**src/rtl/usb_resume_pkg.sv**
```systemverilog
// rtl/usb_resume_pkg.sv - shared types and default timing constants for usb_resume_gen
package usb_resume_pkg;

    typedef enum logic [1:0] {
        ST_IDLE    = 2'd0,
        ST_SUSP    = 2'd1,
        ST_DRIVE_K = 2'd2
    } state_t;

    localparam int unsigned SUSPEND_CYCLES_DEF   = 144000;
    localparam int unsigned WAKE_IDLE_CYCLES_DEF = 240000;
    localparam int unsigned RESUME_CYCLES_DEF    = 96000;
    localparam int unsigned IDLE_CNT_W           = 18;

endpackage

```
**src/rtl/usb_rx_sync.sv**
```systemverilog
// rtl/usb_rx_sync.sv - two-flop synchronizer for the D+/D- receive pair
module usb_rx_sync (
    input  logic clk,
    input  logic reset,
    input  logic p_in,
    input  logic n_in,
    output logic p_out,
    output logic n_out
);

    logic [1:0] p_stage;
    logic [1:0] n_stage;

    // Resets to SE0 so no phantom J is counted while the pipe fills.
    always_ff @(posedge clk) begin
        if (reset) begin
            p_stage <= 2'b00;
            n_stage <= 2'b00;
        end else begin
            p_stage <= {p_stage[0], p_in};
            n_stage <= {n_stage[0], n_in};
        end
    end

    assign p_out = p_stage[1];
    assign n_out = n_stage[1];

endmodule

```
**src/rtl/usb_resume_gen.sv**
```systemverilog
// rtl/usb_resume_gen.sv - USB suspend detect and remote-wakeup K driver; optional USB_RESUME_SYNC_EN rx synchronizer
module usb_resume_gen
    import usb_resume_pkg::*;
#(
    parameter int unsigned SUSPEND_CYCLES   = SUSPEND_CYCLES_DEF,
    parameter int unsigned WAKE_IDLE_CYCLES = WAKE_IDLE_CYCLES_DEF,
    parameter int unsigned RESUME_CYCLES    = RESUME_CYCLES_DEF
) (
    input  logic clk,
    input  logic reset,
    input  logic usb_p_rx,
    input  logic usb_n_rx,
    input  logic wake_en,
    input  logic wake_req,
    output logic suspended,
    output logic resume_busy,
    output logic wake_done,
    output logic usb_p_tx,
    output logic usb_n_tx,
    output logic usb_tx_en
);

    localparam logic [IDLE_CNT_W-1:0] SUSP_N   = IDLE_CNT_W'(SUSPEND_CYCLES);
    localparam logic [IDLE_CNT_W-1:0] WAKE_N   = IDLE_CNT_W'(WAKE_IDLE_CYCLES);
    localparam logic [IDLE_CNT_W-1:0] RES_LAST = IDLE_CNT_W'(RESUME_CYCLES - 1);

    logic line_j;

`ifdef USB_RESUME_SYNC_EN
    logic p_sync;
    logic n_sync;

    usb_rx_sync u_rx_sync (
        .clk   (clk),
        .reset (reset),
        .p_in  (usb_p_rx),
        .n_in  (usb_n_rx),
        .p_out (p_sync),
        .n_out (n_sync)
    );

    assign line_j = p_sync & ~n_sync;
`else
    assign line_j = usb_p_rx & ~usb_n_rx;
`endif

    state_t                state, state_next;
    logic                  pending, pending_next;
    logic [IDLE_CNT_W-1:0] idle_cnt, idle_next;
    logic [IDLE_CNT_W-1:0] res_cnt, res_next;
    logic                  done_next;

    always_comb begin
        state_next   = state;
        pending_next = pending;
        idle_next    = idle_cnt;
        res_next     = res_cnt;
        done_next    = 1'b0;

        if (state == ST_DRIVE_K) begin
            // Our own K shows up on rx here, so the line is not observed.
            idle_next    = '0;
            pending_next = 1'b0;
            if (res_cnt == RES_LAST) begin
                state_next = ST_IDLE;
                done_next  = 1'b1;
                res_next   = '0;
            end else begin
                res_next = res_cnt + 1'b1;
            end
        end else begin
            if (!line_j)
                idle_next = '0;
            else if (idle_cnt >= WAKE_N)
                idle_next = WAKE_N;
            else
                idle_next = idle_cnt + 1'b1;

            if (!wake_en)
                pending_next = 1'b0;

            case (state)
                ST_IDLE: begin
                    pending_next = 1'b0;
                    if (idle_next >= SUSP_N)
                        state_next = ST_SUSP;
                end
                ST_SUSP: begin
                    if (!line_j) begin
                        state_next   = ST_IDLE;
                        pending_next = 1'b0;
                    end else if (pending && wake_en && idle_next == WAKE_N) begin
                        state_next   = ST_DRIVE_K;
                        pending_next = 1'b0;
                        res_next     = '0;
                    end else if (wake_req && wake_en) begin
                        pending_next = 1'b1;
                    end
                end
                default: state_next = ST_IDLE;
            endcase
        end
    end

    always_ff @(posedge clk) begin
        if (reset) begin
            state       <= ST_IDLE;
            pending     <= 1'b0;
            idle_cnt    <= '0;
            res_cnt     <= '0;
            suspended   <= 1'b0;
            resume_busy <= 1'b0;
            wake_done   <= 1'b0;
            usb_tx_en   <= 1'b0;
            usb_p_tx    <= 1'b1;
            usb_n_tx    <= 1'b0;
        end else begin
            state       <= state_next;
            pending     <= pending_next;
            idle_cnt    <= idle_next;
            res_cnt     <= res_next;
            suspended   <= (state_next == ST_SUSP);
            resume_busy <= pending_next || (state_next == ST_DRIVE_K);
            wake_done   <= done_next;
            usb_tx_en   <= (state_next == ST_DRIVE_K);
            usb_p_tx    <= (state_next != ST_DRIVE_K);
            usb_n_tx    <= (state_next == ST_DRIVE_K);
        end
    end

endmodule

```
**config.mk**
```make
export PLATFORM = sky130hd
export DESIGN_NAME = usb_resume_gen
export DESIGN_NICKNAME = d
export VERILOG_FILES = /design/src/rtl/usb_resume_pkg.sv /design/src/rtl/usb_rx_sync.sv /design/src/rtl/usb_resume_gen.sv
export SDC_FILE = /design/constraint.sdc
export NUM_CORES = 1
export LEC_CHECK = 0
export CAP_MARGIN = 20
export CORE_MARGIN = 2
export CORE_UTILIZATION = 60
export CTS_CLUSTER_DIAMETER = 100
export CTS_CLUSTER_SIZE = 24
export DETAILED_ROUTE_END_ITERATION = 7
export GPL_TIMING_DRIVEN = 0
export PLACE_DENSITY = 0.8
export SLEW_MARGIN = 20
export SYNTH_ARGS = -nofsm -noshare
export SYNTH_HDL_FRONTEND = slang
export SYNTH_SLANG_ARGS = --single-unit
```
**constraint.sdc**
```tcl
create_clock -name clk -period 4.2 [get_ports clk]
set_input_delay 1.26 -clock clk [delete_from_list [all_inputs] [get_ports clk]]
set_output_delay 1.26 -clock clk [all_outputs]
set_load 0.02 [all_outputs]
```
* Yosys cells after proc, flatten, opt, wreduce, memory -nomap -nowiden *
Cells that the tools add are included.

operators by class
  add/subtract/negate cells = 2
  $lt $le $gt $ge = 2
  equality and inequality tests = 7
  mux-type cells = 21
  bitwise gates (word level) = 3
  reductions and logical operators = 11

operators by type and width
  cell                                                    number
  2-to-1 mux 18 bit                                       8
  adder 18 x 1 -> 18 bit (second input constant)          2
  >= comparator 18 bit (second input constant)            2
  equality test 18 x 17 -> 1 bit (second input constant)  1
  equality test 18 bit (second input constant)            1
  2-to-1 mux 2 bit                                        5
  2-to-1 mux 1 bit                                        6
  nonzero test 2 bit                                      3
  equality test 2 x 1 -> 1 bit (second input constant)    2
  equality test 2 bit (second input constant)             2
  one-hot mux 2 bit (2 select lines)                      1
  OR reduction 2 bit                                      2
  logical AND 1 bit                                       3
  AND reduction 3 bit                                     1
  zero test 2 bit                                         1
  != test 2 bit (second input constant)                   1
  inverter 1 bit                                          2
  one-hot mux 1 bit (2 select lines)                      1
  bitwise AND 1 bit                                       1
  logical OR 1 bit                                        1

word-level totals
  register bits after elaboration = 44
  bits of input ports = 6
  output and inout port bits = 6
  logic and storage cells = 55

* Logic depth before layout (Yosys ltp) *
  depth after elaboration = 12
  mapped depth = 11
  depth with buffers taken out = 9

* Worst setup path before layout *
No wires, ideal clock.

  path type = input-to-reg
  from = input port usb_n_rx
  to = register usb_p_tx
  setup time = 0.127 ns
  arrival time = 3.034 ns
  data required time = 4.073 ns
  path slack = 1.039 ns
  stages = 8
  path buffers = 0
  cell sequence = nand4b_1 a211oi_1 nand4_1 a211o_1 or4b_1 a21oi_2 a21oi_2 or3_1

on the way
  word-level cells in the longest chain between the ends = 11
  elaborated cells between the ends (all ways) = 13
  those cells by class = order compare: 1; eq/ne: 2; mux: 7; bitwise: 2; reduce/logical: 1

RTL lines
  item                                                                          RTL line               source
  start: declaration                                                            usb_resume_gen.sv:12   input logic usb_n_rx,
  inverter 1 bit *                                                              usb_resume_gen.sv:44   assign line_j = usb_p_rx & ~usb_n_rx;
  bitwise AND 1 bit *                                                           usb_resume_gen.sv:44
  parallel branches: the longest is 6 deep, another holds >= comparator 18 bit  -
  one-hot mux 2 bit (2 select lines) *                                          usb_resume_gen.sv:82   case (state)
  2-to-1 mux 2 bit *                                                            usb_resume_gen.sv:60   if (state == ST_DRIVE_K) begin
  != test 2 bit *                                                               usb_resume_gen.sv:126  usb_p_tx <= (state_next != ST_DRIVE_K);
  end signal: assignment                                                        usb_resume_gen.sv:126
  end: declaration                                                              usb_resume_gen.sv:18   output logic usb_p_tx,

Every way passes the cells marked *. The select of a mux whose other input is x is not followed.
A chain may end at the register's enable or synchronous reset.

* Worst setup path after layout *
Ends and elaborated chain as after synthesis.

==> reports/qor.yml <==
p_per_area_nw_per_um2: 241
io_pins: 12
max-clock-path-buffers: 2
setup_viol: 0
min_to: "res_cnt[7]$_SDFFE_PP0P_"
synthMuxAreaShare_pct: 0.375
required_ps: 4370
pre_cts_slack_ps: 357
endpoint_kind: "register"
power_mw: 0.706
rows: 24
yosys.area_share.simple_pct: 31.6
fill_cells: 368
nNetsFinal: 372
reg2reg_slack_ps: 760
cp-start-kind: "input pin"
period_needed_ps: 3600
vias_per_cell: 6.29
synth_top_family_by_area: "simple AND/OR/NAND/NOR gates"
ctsResizeCount: 0
max_slew_margin_pct: 57.2
ys_ff_latch: 44
rsz0062_at_grt: "no"
core_area_um2: 4320
syn_area_um2: 2670
grt_pass1_vias: 2331
grt_overflow: 0
hold_path_depth: 2
holdBufCountCts: 0
clk_root_buffer_cell: "clkbuf_8"
drt_iter0_markers: 196
syn2layout_area_growth_pct: 9.66
yosys.area_share.xor_xnor_pct: 3.28
cts_buffers: 5
crit_type: "input pin to register"
h-tree-depth: 2
timing.rr.end: "usb_p_tx$_SDFF_PP1_"
drive_gt1_share_pct: 7.48
initial_utilization_pct: 61.7
die_h_um: 70.7
seq_area_um2: 881
cap_violations: 0
die_w_um: 70.7
final_common_cell: "dfxtp_1"
drc: 0
synth_flop_cell: "dfxtp_1"
yosysTopAreaCell: "dfxtp_1"
routedWlPerCell_um: 15.3
skew_ps: 12.0
status: "complete, no violations"
fin_crit_sh_pct: 85.8
antenna-diode-count: 0
rr_worst_depth: 10
ant_nets: 0
cts_tree: "yes"
synth_edf_count: 0
design.die.area_um2: 4990
synth_compound_area_share_pct: 23.5
crit_fanout: 5
postSynthNetCount: 355
leakage_nw: 0.953
dr_total_vias: 2596
timing.fmax_ghz: 0.277
multi_input_area_um2: 1640
first_pass_iters: 5
dp_hpwl_mm: 4.59
timing_hold_violations_final: 0
clkTransAtPathRegs_ps: 80
io_buffers: 10
synth_cell_types: 59
grt_pass1_wl_mm: 10.7
place.gp.congestion: 0.971
tns_ps: 0
clk_latency_ps: 300
setup_ws_ps: 596
synth_area_leaders: "dfxtp_1, a21oi_1, nor2_1"
synthCells: 343
r2r_start: "idle_cnt[0]$_SDFF_PP0_"
antenna_found_initial: 0
yosys_warnings: 0
drv_slew: 0
syn_avg_cell_area_um2: 7.78
synth-seq-area-share_pct: 33.0
synth_adder_area_share_pct: 2.81
worst_slew_pin_slew_ps: 639
grt_usage_pct: 26.1
cts_setup_buffers: 0
min_path_type: "register to register"
async_flop_share_pct: 0
synth_top_cell_area_share_pct: 33.0
cts.sinks: 44
grt_max_degree: 14
crit_arrival_ps: 3780
ir_drop_uv: 169
routed_wl_mm: 6.31
min_from: "res_cnt[7]$_SDFFE_PP0P_"
final_cell_mix: "dfxtp_1, nor2_1, a21oi_1, nand2_1, nand3_1"
==> through the flow <==
stage | instances | util [%] | hold slack [ps] | cell area (µm²)
floorplan | 343 | - | 458 | 2670
global placement | 405 | 65.5 | 474 | 2830
detailed placement | 405 | 65.5 | 492 | 2830
CTS | 413 | 67.7 | 503 | 2930
global route | 413 | 67.7 | 528 | 2930
finish | 413 | 67.7 | 498 | 2930
==> power breakdown <==
group | total, mW | internal [mW] | switching (mW) | leakage (nW)
registers | 0.418 | 0.417 | 0.000986 | 0.354
logic | 0.0147 | 0.00533 | 0.00934 | 0.548
clock network | 0.273 | 0.131 | 0.142 | 0.0510
==> Yosys cell counts, types with 2 or more instances <==
library cell and count:
o21ai_1 14, a21oi_2 2, o31ai_1 3, xor2_1 3, or3_1 4, or4_1 4, a211o_1 2, inv_1 11
o22ai_1 4, nand2_1 24, a31oi_1 10, nor4_1 6, and3_1 8, ha_1 6, buf_6 2, nor2_1 39
nand4b_1 2, clkbuf_1 11, a211oi_1 5, a2bb2oi_1 2, nand2b_1 3, buf_2 5, nor3b_1 3, o211a_1 2
buf_4 2, nor3_1 9, a21oi_1 32, nand3_1 18, or2_2 2, a21boi_0 2, dfxtp_1 44, nor4b_1 2
xnor2_1 7, nand3b_1 6, nand4_1 10, o21ai_0 6, and2_1 6
==> worst max-delay path, cell delays in order <==
cell and delay (ps):
clkdlybuf4s50_1 420, nand4b_1 280, a211oi_1 260, nand4_1 150, a211o_1 280, or4b_1 490, a21oi_2 160, a21oi_2 100
or3_1 370
==> layout make-up <==
type,count,share of cell area [%]
clock inverters,2,0.342
multi-input cells,268,56.1
flip-flops and latches,44,30.1
clock buffers,6,2.82
plain buffers,20,3.55
well taps,52,2.22
inverters,11,1.41
repair buffers,10,3.42
==> registers in the layout (all words and copies together), names as in the netlist <==
name and cells:
suspended 1, res_cnt 18, idle_cnt 18, state 2, usb_p_tx 1, usb_tx_en 1
pending 1, resume_busy 1, wake_done 1
==> worst max path at each step <==
stage,startpoint,end,slack (ps)
3_3_place_gp,wake_en,usb_p_tx$_SDFF_PP1_,350
2_1_floorplan,usb_n_rx,usb_p_tx$_SDFF_PP1_,1040
3_5_place_dp,usb_n_rx,usb_p_tx$_SDFF_PP1_,360
6_report,usb_n_rx,usb_p_tx$_SDFF_PP1_,600
4_1_cts,usb_n_rx,usb_p_tx$_SDFF_PP1_,650
5_1_grt,usb_n_rx,usb_p_tx$_SDFF_PP1_,500
==> layer usage <==
| layer | vias up | part of all wire (%) | GRT usage [%] |
|---|---|---|---|
| li1 | 1294 | - | - |
| met1 | 1205 | 45 | 33.4 |
| met2 | 85 | 50 | 43.4 |
| met3 | 12 | 3.9 | 4.99 |
| met4 | 0 | 1.5 | 10.9 |
| met5 | - | 0 | 0 |
==> logic make-up (layout without fill, tap and decap cells) <==
kind of cell | count (synthesis) | after routing
flip-flops | 44 | 44
buffers and inverters | 31 | 49
adder cells (fa/ha/maj) | 6 | 6
AO/OA/AOI/OAI | 95 | 95
XOR/XNOR | 10 | 10
multiplexers | 1 | 1
AND/OR/NAND/NOR | 156 | 156
(Power assumes the default switching activity.)
